===== src/rtl/dmac_pkg.sv =====
// Shared types and AXI constants for the DMAC write engine.
// burst_beats() sizes one INCR burst from the words still to send.
package dmac_pkg;

    typedef enum logic [2:0] {
        ST_IDLE,
        ST_AW,
        ST_W,
        ST_B,
        ST_DONE
    } state_e;

    localparam logic [1:0] BURST_INCR    = 2'b01;
    localparam logic [2:0] SIZE_4B       = 3'b010;
    localparam logic [1:0] RESP_OKAY     = 2'b00;
    localparam int         MAX_BEATS_DEF = 16;

    function automatic logic [13:0] burst_beats(input logic [13:0] remaining,
                                                input logic [13:0] max_beats);
        return (remaining < max_beats) ? remaining : max_beats;
    endfunction

endpackage


===== src/rtl/dmac_wr_engine.sv =====
// DMAC write engine: drains the DMAC FIFO into AXI INCR write bursts, one burst
// outstanding at a time, with a sticky error flag for non-OKAY write responses.
//
// state   | meaning
// IDLE    | waiting for start_i
// AW      | presenting the burst address, waiting for awready_i
// W       | streaming FIFO words, one pop per W handshake
// B       | waiting for the write response of the current burst
// DONE    | one-cycle completion pulse
module dmac_wr_engine
    import dmac_pkg::*;
#(
    parameter int DATA_WIDTH = 32,
    parameter int MAX_BEATS  = MAX_BEATS_DEF
) (
    input  logic                    clk,
    input  logic                    rst_n,
    input  logic                    start_i,
    input  logic [31:0]             dst_addr_i,
    input  logic [15:0]             byte_len_i,
    output logic                    busy_o,
    output logic                    done_o,
    output logic                    err_o,
    input  logic                    fifo_empty_i,
    output logic                    fifo_rden_o,
    input  logic [DATA_WIDTH-1:0]   fifo_rdata_i,
    output logic [31:0]             awaddr_o,
    output logic [3:0]              awlen_o,
    output logic [2:0]              awsize_o,
    output logic [1:0]              awburst_o,
    output logic                    awvalid_o,
    input  logic                    awready_i,
    output logic [DATA_WIDTH-1:0]   wdata_o,
    output logic [DATA_WIDTH/8-1:0] wstrb_o,
    output logic                    wlast_o,
    output logic                    wvalid_o,
    input  logic                    wready_i,
    input  logic [1:0]              bresp_i,
    input  logic                    bvalid_i,
    output logic                    bready_o
);

    localparam logic [13:0] MAX_BEATS_W = 14'(MAX_BEATS);

    state_e      state_q;
    logic [31:0] addr_q;
    logic [13:0] rem_q;
    logic [13:0] beats_q;
    logic [13:0] beat_cnt_q;
    logic        err_q;

    logic [13:0] len_words;
    logic [13:0] rem_d;
    logic        last_beat;
    logic        w_hs;
    logic        unused_len_bits;

    // Only whole words are moved; the byte remainder of the length is dropped.
    assign len_words       = byte_len_i[15:2];
    assign unused_len_bits = ^byte_len_i[1:0];
    assign rem_d           = rem_q - beats_q;
    assign last_beat       = (beat_cnt_q == beats_q - 14'd1);
    assign w_hs            = wvalid_o & wready_i;

    always_ff @(posedge clk) begin
        if (!rst_n) begin
            state_q    <= ST_IDLE;
            addr_q     <= '0;
            rem_q      <= '0;
            beats_q    <= '0;
            beat_cnt_q <= '0;
            err_q      <= 1'b0;
        end else begin
            case (state_q)
                ST_IDLE: begin
                    if (start_i) begin
                        addr_q     <= dst_addr_i;
                        rem_q      <= len_words;
                        beats_q    <= burst_beats(len_words, MAX_BEATS_W);
                        beat_cnt_q <= '0;
                        err_q      <= 1'b0;
                        state_q    <= (len_words == '0) ? ST_DONE : ST_AW;
                    end
                end
                ST_AW: begin
                    if (awready_i) state_q <= ST_W;
                end
                ST_W: begin
                    if (w_hs) begin
                        if (last_beat) begin
                            beat_cnt_q <= '0;
                            state_q    <= ST_B;
                        end else begin
                            beat_cnt_q <= beat_cnt_q + 14'd1;
                        end
                    end
                end
                ST_B: begin
                    if (bvalid_i) begin
                        if (bresp_i != RESP_OKAY) err_q <= 1'b1;
                        rem_q   <= rem_d;
                        addr_q  <= addr_q + {16'b0, beats_q, 2'b00};
                        beats_q <= burst_beats(rem_d, MAX_BEATS_W);
                        state_q <= (rem_d != '0) ? ST_AW : ST_DONE;
                    end
                end
                ST_DONE: state_q <= ST_IDLE;
                default: state_q <= ST_IDLE;
            endcase
        end
    end

    assign busy_o      = (state_q != ST_IDLE);
    assign done_o      = (state_q == ST_DONE);
    assign err_o       = err_q;

    assign awvalid_o   = (state_q == ST_AW);
    assign awaddr_o    = addr_q;
    assign awlen_o     = 4'(beats_q - 14'd1);
    assign awsize_o    = SIZE_4B;
    assign awburst_o   = BURST_INCR;

    // W channel is a zero-latency pass-through of the FIFO head.
    assign wvalid_o    = (state_q == ST_W) & ~fifo_empty_i;
    assign wdata_o     = fifo_rdata_i;
    assign wstrb_o     = '1;
    assign wlast_o     = (state_q == ST_W) & last_beat;
    assign fifo_rden_o = w_hs;

    assign bready_o    = (state_q == ST_B);

endmodule


===== config.mk =====
export PLATFORM = sky130hd
export DESIGN_NAME = dmac_wr_engine
export DESIGN_NICKNAME = d
export VERILOG_FILES = /design/src/rtl/dmac_pkg.sv /design/src/rtl/dmac_wr_engine.sv
export SDC_FILE = /design/constraint.sdc
export NUM_CORES = 1
export LEC_CHECK = 0
export ABC_AREA = 0
export ABC_CLOCK_PERIOD_IN_PS = 4300
export CAP_MARGIN = 20
export CORE_UTILIZATION = 60
export DETAILED_ROUTE_END_ITERATION = 7
export DONT_BUFFER_PORTS = 1
export HOLD_SLACK_MARGIN = 0.15
export MAX_ROUTING_LAYER = met4
export PLACE_DENSITY_LB_ADDON = 0.05
export SETUP_SLACK_MARGIN = 0.5
export SLEW_MARGIN = 20
export SYNTH_ARGS = -nofsm -noshare
export SYNTH_HDL_FRONTEND = slang
export SYNTH_SLANG_ARGS = --single-unit
export TNS_END_PERCENT = 50

===== constraint.sdc =====
create_clock -name clk -period 4.3 [get_ports clk]
set_clock_uncertainty 0.1 [all_clocks]
set_input_delay 1.29 -clock clk [delete_from_list [all_inputs] [get_ports clk]]
set_output_delay 1.29 -clock clk [all_outputs]
set_load 0.01 [all_outputs]

==> out/metrics.yaml <==
total_leakage_power_nw: 2.37
drc_errors: 0
core_area_sq_um: 9370
postSynthCellCount: 762
grt_setup_unrepaired: "yes"
postRouteAntennaNets: 0
hp-start: "awaddr_o[0]"
num_rows: 35
cts.path.max_buffers: 2
ys_types: 73
maxCapViolCount: 0
rr_worst_depth: 11
grt_use_total: 0.339
fmax_mhz: 242
routed_wl_um: 16500
synth_area_leaders: "dfxtp_1 (27%), ha_1 (6.2%), a21oi_1 (5.3%), buf_4 (5.2%), nand2_1 (5.1%)"
synthArstFlopShare: 0
r2r_start: "beats_q[0]"
hold_slack_ns: 0.404
antenna_found_initial: 1
portBuffers: 0
critPathCaptureType: "output pin"
period_share: 0.960
synth.top_cell.area_share: 0.266
synth_area_sq_um: 5880
critical_path.top_delay_family: "simple AND/OR/NAND/NOR gates"
dieArea_sq_um: 10200
path_clk_slew_ns: 0.09
synth.avg_cell_area_sq_um: 7.71
min_to: "awaddr_o[0]"
drv_slew: 0
wirelength_met1_um: 7070
ys_seq_area_frac: 0.266
grt_pass1_wl_um: 26200
fillers: 901
worstPathRequired_ns: 2.91
hold_viol: 0
syn2layout_area_growth_pct: 2.62
hold_class: "register to register"
cts_tree: "done"
ys_ff_latch: 78
vias_per_cell: 6.56
tightest_slew_ns: 0.992
grt_overflow: 0
first_global_vias: 5272
gp_congestion: 0.967
dr.max_layer_used: "met4"
min_path_cells: 2
cts_root_buf: "clkbuf_8"
relSlewSlack: 0.334
die_w_um: 101
crit_slowest_cell: "or4_4"
ys_warn_count: 0
worstPathCellList: "buf_4, or4_4, nor3_4, nand3_1, a311o_1, a211oi_2, nand2_1, nor2_4"
clock_sinks: 78
routed-wl-met2_um: 7590
r2r-end: "beats_q[2]"
setup_viol: 0
nets: 841
crit_arrival_ns: 2.74
insertion_delay_ns: 0.36
synth_edf_count: 0
dr_wl_met3_um: 1440
routedWlPerCell_um: 19.3
irDropWorstVdd_mv: 0.191
dpl.hpwl_um: 12000
start_kind: "register"
drive_gt1_frac: 0.0840
start_util: 0.627
die_h_um: 101
outcome: "complete, no violations"
crit_fanout: 6
path_buf_inv: 1
cpPeakStageDelay_ns: 0.60
fin_crit_ns: 4.13
drt_iter0_drc: 315
ys_dominant_reg_cell: "dfxtp_1"
fin_tns_setup_ns: 0
grt_max_degree: 33
h-tree-depth: 3
vias: 5612
cts_made_buffers: 9
synth_top_area_cell: "dfxtp_1"
path_class: "register to output pin"
r2r_setup_slack_ns: 0.72
firstDrtPassIters: 5
power_density_nw_per_um2: 382
pin_count: 174
## registers in the layout (all words and copies together) (netlist names)
register and cells:
awaddr_o 32, beat_cnt_q 14, beats_q 14, err_o 1, rem_q 14, state_q 3
## per-stage QoR
step	cells	util	instance area, sq um	power [mW]	setup slack [ns]
6_report	856	0.644	6030	2.30	0.172
5_1_grt	856	0.644	6030	2.42	0.0648
4_1_cts	854	0.643	6020	2.28	0.194
3_5_place_dp	834	0.611	5720	1.62	0.241
3_3_place_gp	834	0.611	5720	1.60	0.288
2_1_floorplan	769	-	5910	1.50	0.504
## worst max-delay path by stage
stage / endpoint / cells after the start / slack [ns] / start
floorplan: wlast_o / 10 / 0.50 / beats_q[0]
global placement: wlast_o / 9 / 0.29 / beats_q[1]
detailed placement: wlast_o / 9 / 0.24 / beats_q[1]
CTS: wlast_o / 8 / 0.19 / beats_q[0]
global route: wlast_o / 9 / 0.06 / beats_q[0]
finish: wlast_o / 8 / 0.17 / beats_q[0]
## power breakdown
group	internal, mW	switching, mW	total, mW
registers	0.779	0.0849	0.864
logic	0.322	0.473	0.794
clock network	0.345	0.299	0.644
## kinds of logic after synthesis
group | count (synthesis) | synth area share
compound gates | 211 | 0.240
xor+xnor | 45 | 0.0671
fa+ha+maj | 31 | 0.0685
buf+inv | 106 | 0.0958
flops | 78 | 0.266
mux | 21 | 0.0358
other cells | 2 | 0.00128
simple gates | 268 | 0.226
## synthesized netlist by cell type (all sizes together), types with 4 or more instances
cell type,n
nand2,80
dfxtp,78
nor2,63
a21oi,62
buf,47
o21ai,46
clkbuf,32
ha,29
inv,27
nand3,27
xnor2,25
mux2i,21
nor3,20
xor2,20
and3,16
nand4,14
a221oi,13
a211oi,12
o21a,10
a21o,8
a31oi,7
nor2b,7
nor4,7
a311oi,6
o211ai,6
or3,6
or4,6
o211a,5
and2,4
or2,4
## placed cells by master (no fill, tap or decap), types with 21 or more instances in the layout
cell type  synthesis  layout
nand2_1           80      80
dfxtp_1           78      76
a21oi_1           62      62
nor2_1            63      61
o21ai_0           45      45
ha_1              29      28
nand3_1           27      27
xnor2_1           25      25
inv_1             26      24
mux2i_1           21      21
## metal layers
metal / vias up / GRT usage
met5: - / -
met4: 0 / 0.140
met2: 268 / 0.547
met1: 2651 / 0.415
li1: 2639 / -
met3: 54 / 0.0666
## worst register-to-register path, cell delays in order, from the launching register on
cell and delay (ns):
dfxtp_1 0.33, buf_4 0.16, ha_1 0.21, fa_1 0.42
nand2b_1 0.18, a21oi_1 0.33, or3_1 0.18, a22o_1 0.17
or4b_1 0.51, nor4_4 0.39, nand4_1 0.16, a221oi_1 0.33
## repair_timing
action / in CTS / in global routing
gates resized for setup: 14 / 0
hold buffers: 0 / 0
pin swaps: 6 / 1
endpoints found under the hold margin: 0 / 0
buffers inserted: 4 / 1
endpoints found under the setup margin: 1 / 2
## area by class of cell
cell class	instances	area [sq um]	share of cell area
inverter	27	104	0.0172
sequential	78	1560	0.259
tap	129	161	0.0268
multi-input combinational	585	3830	0.635
timing repair buffer	20	150	0.0249
antenna	1	2.50	0.000415
clock buffer	11	141	0.0234
clock inverter	5	81.3	0.0135
No activity file was read; power rests on OpenSTA's default activity.
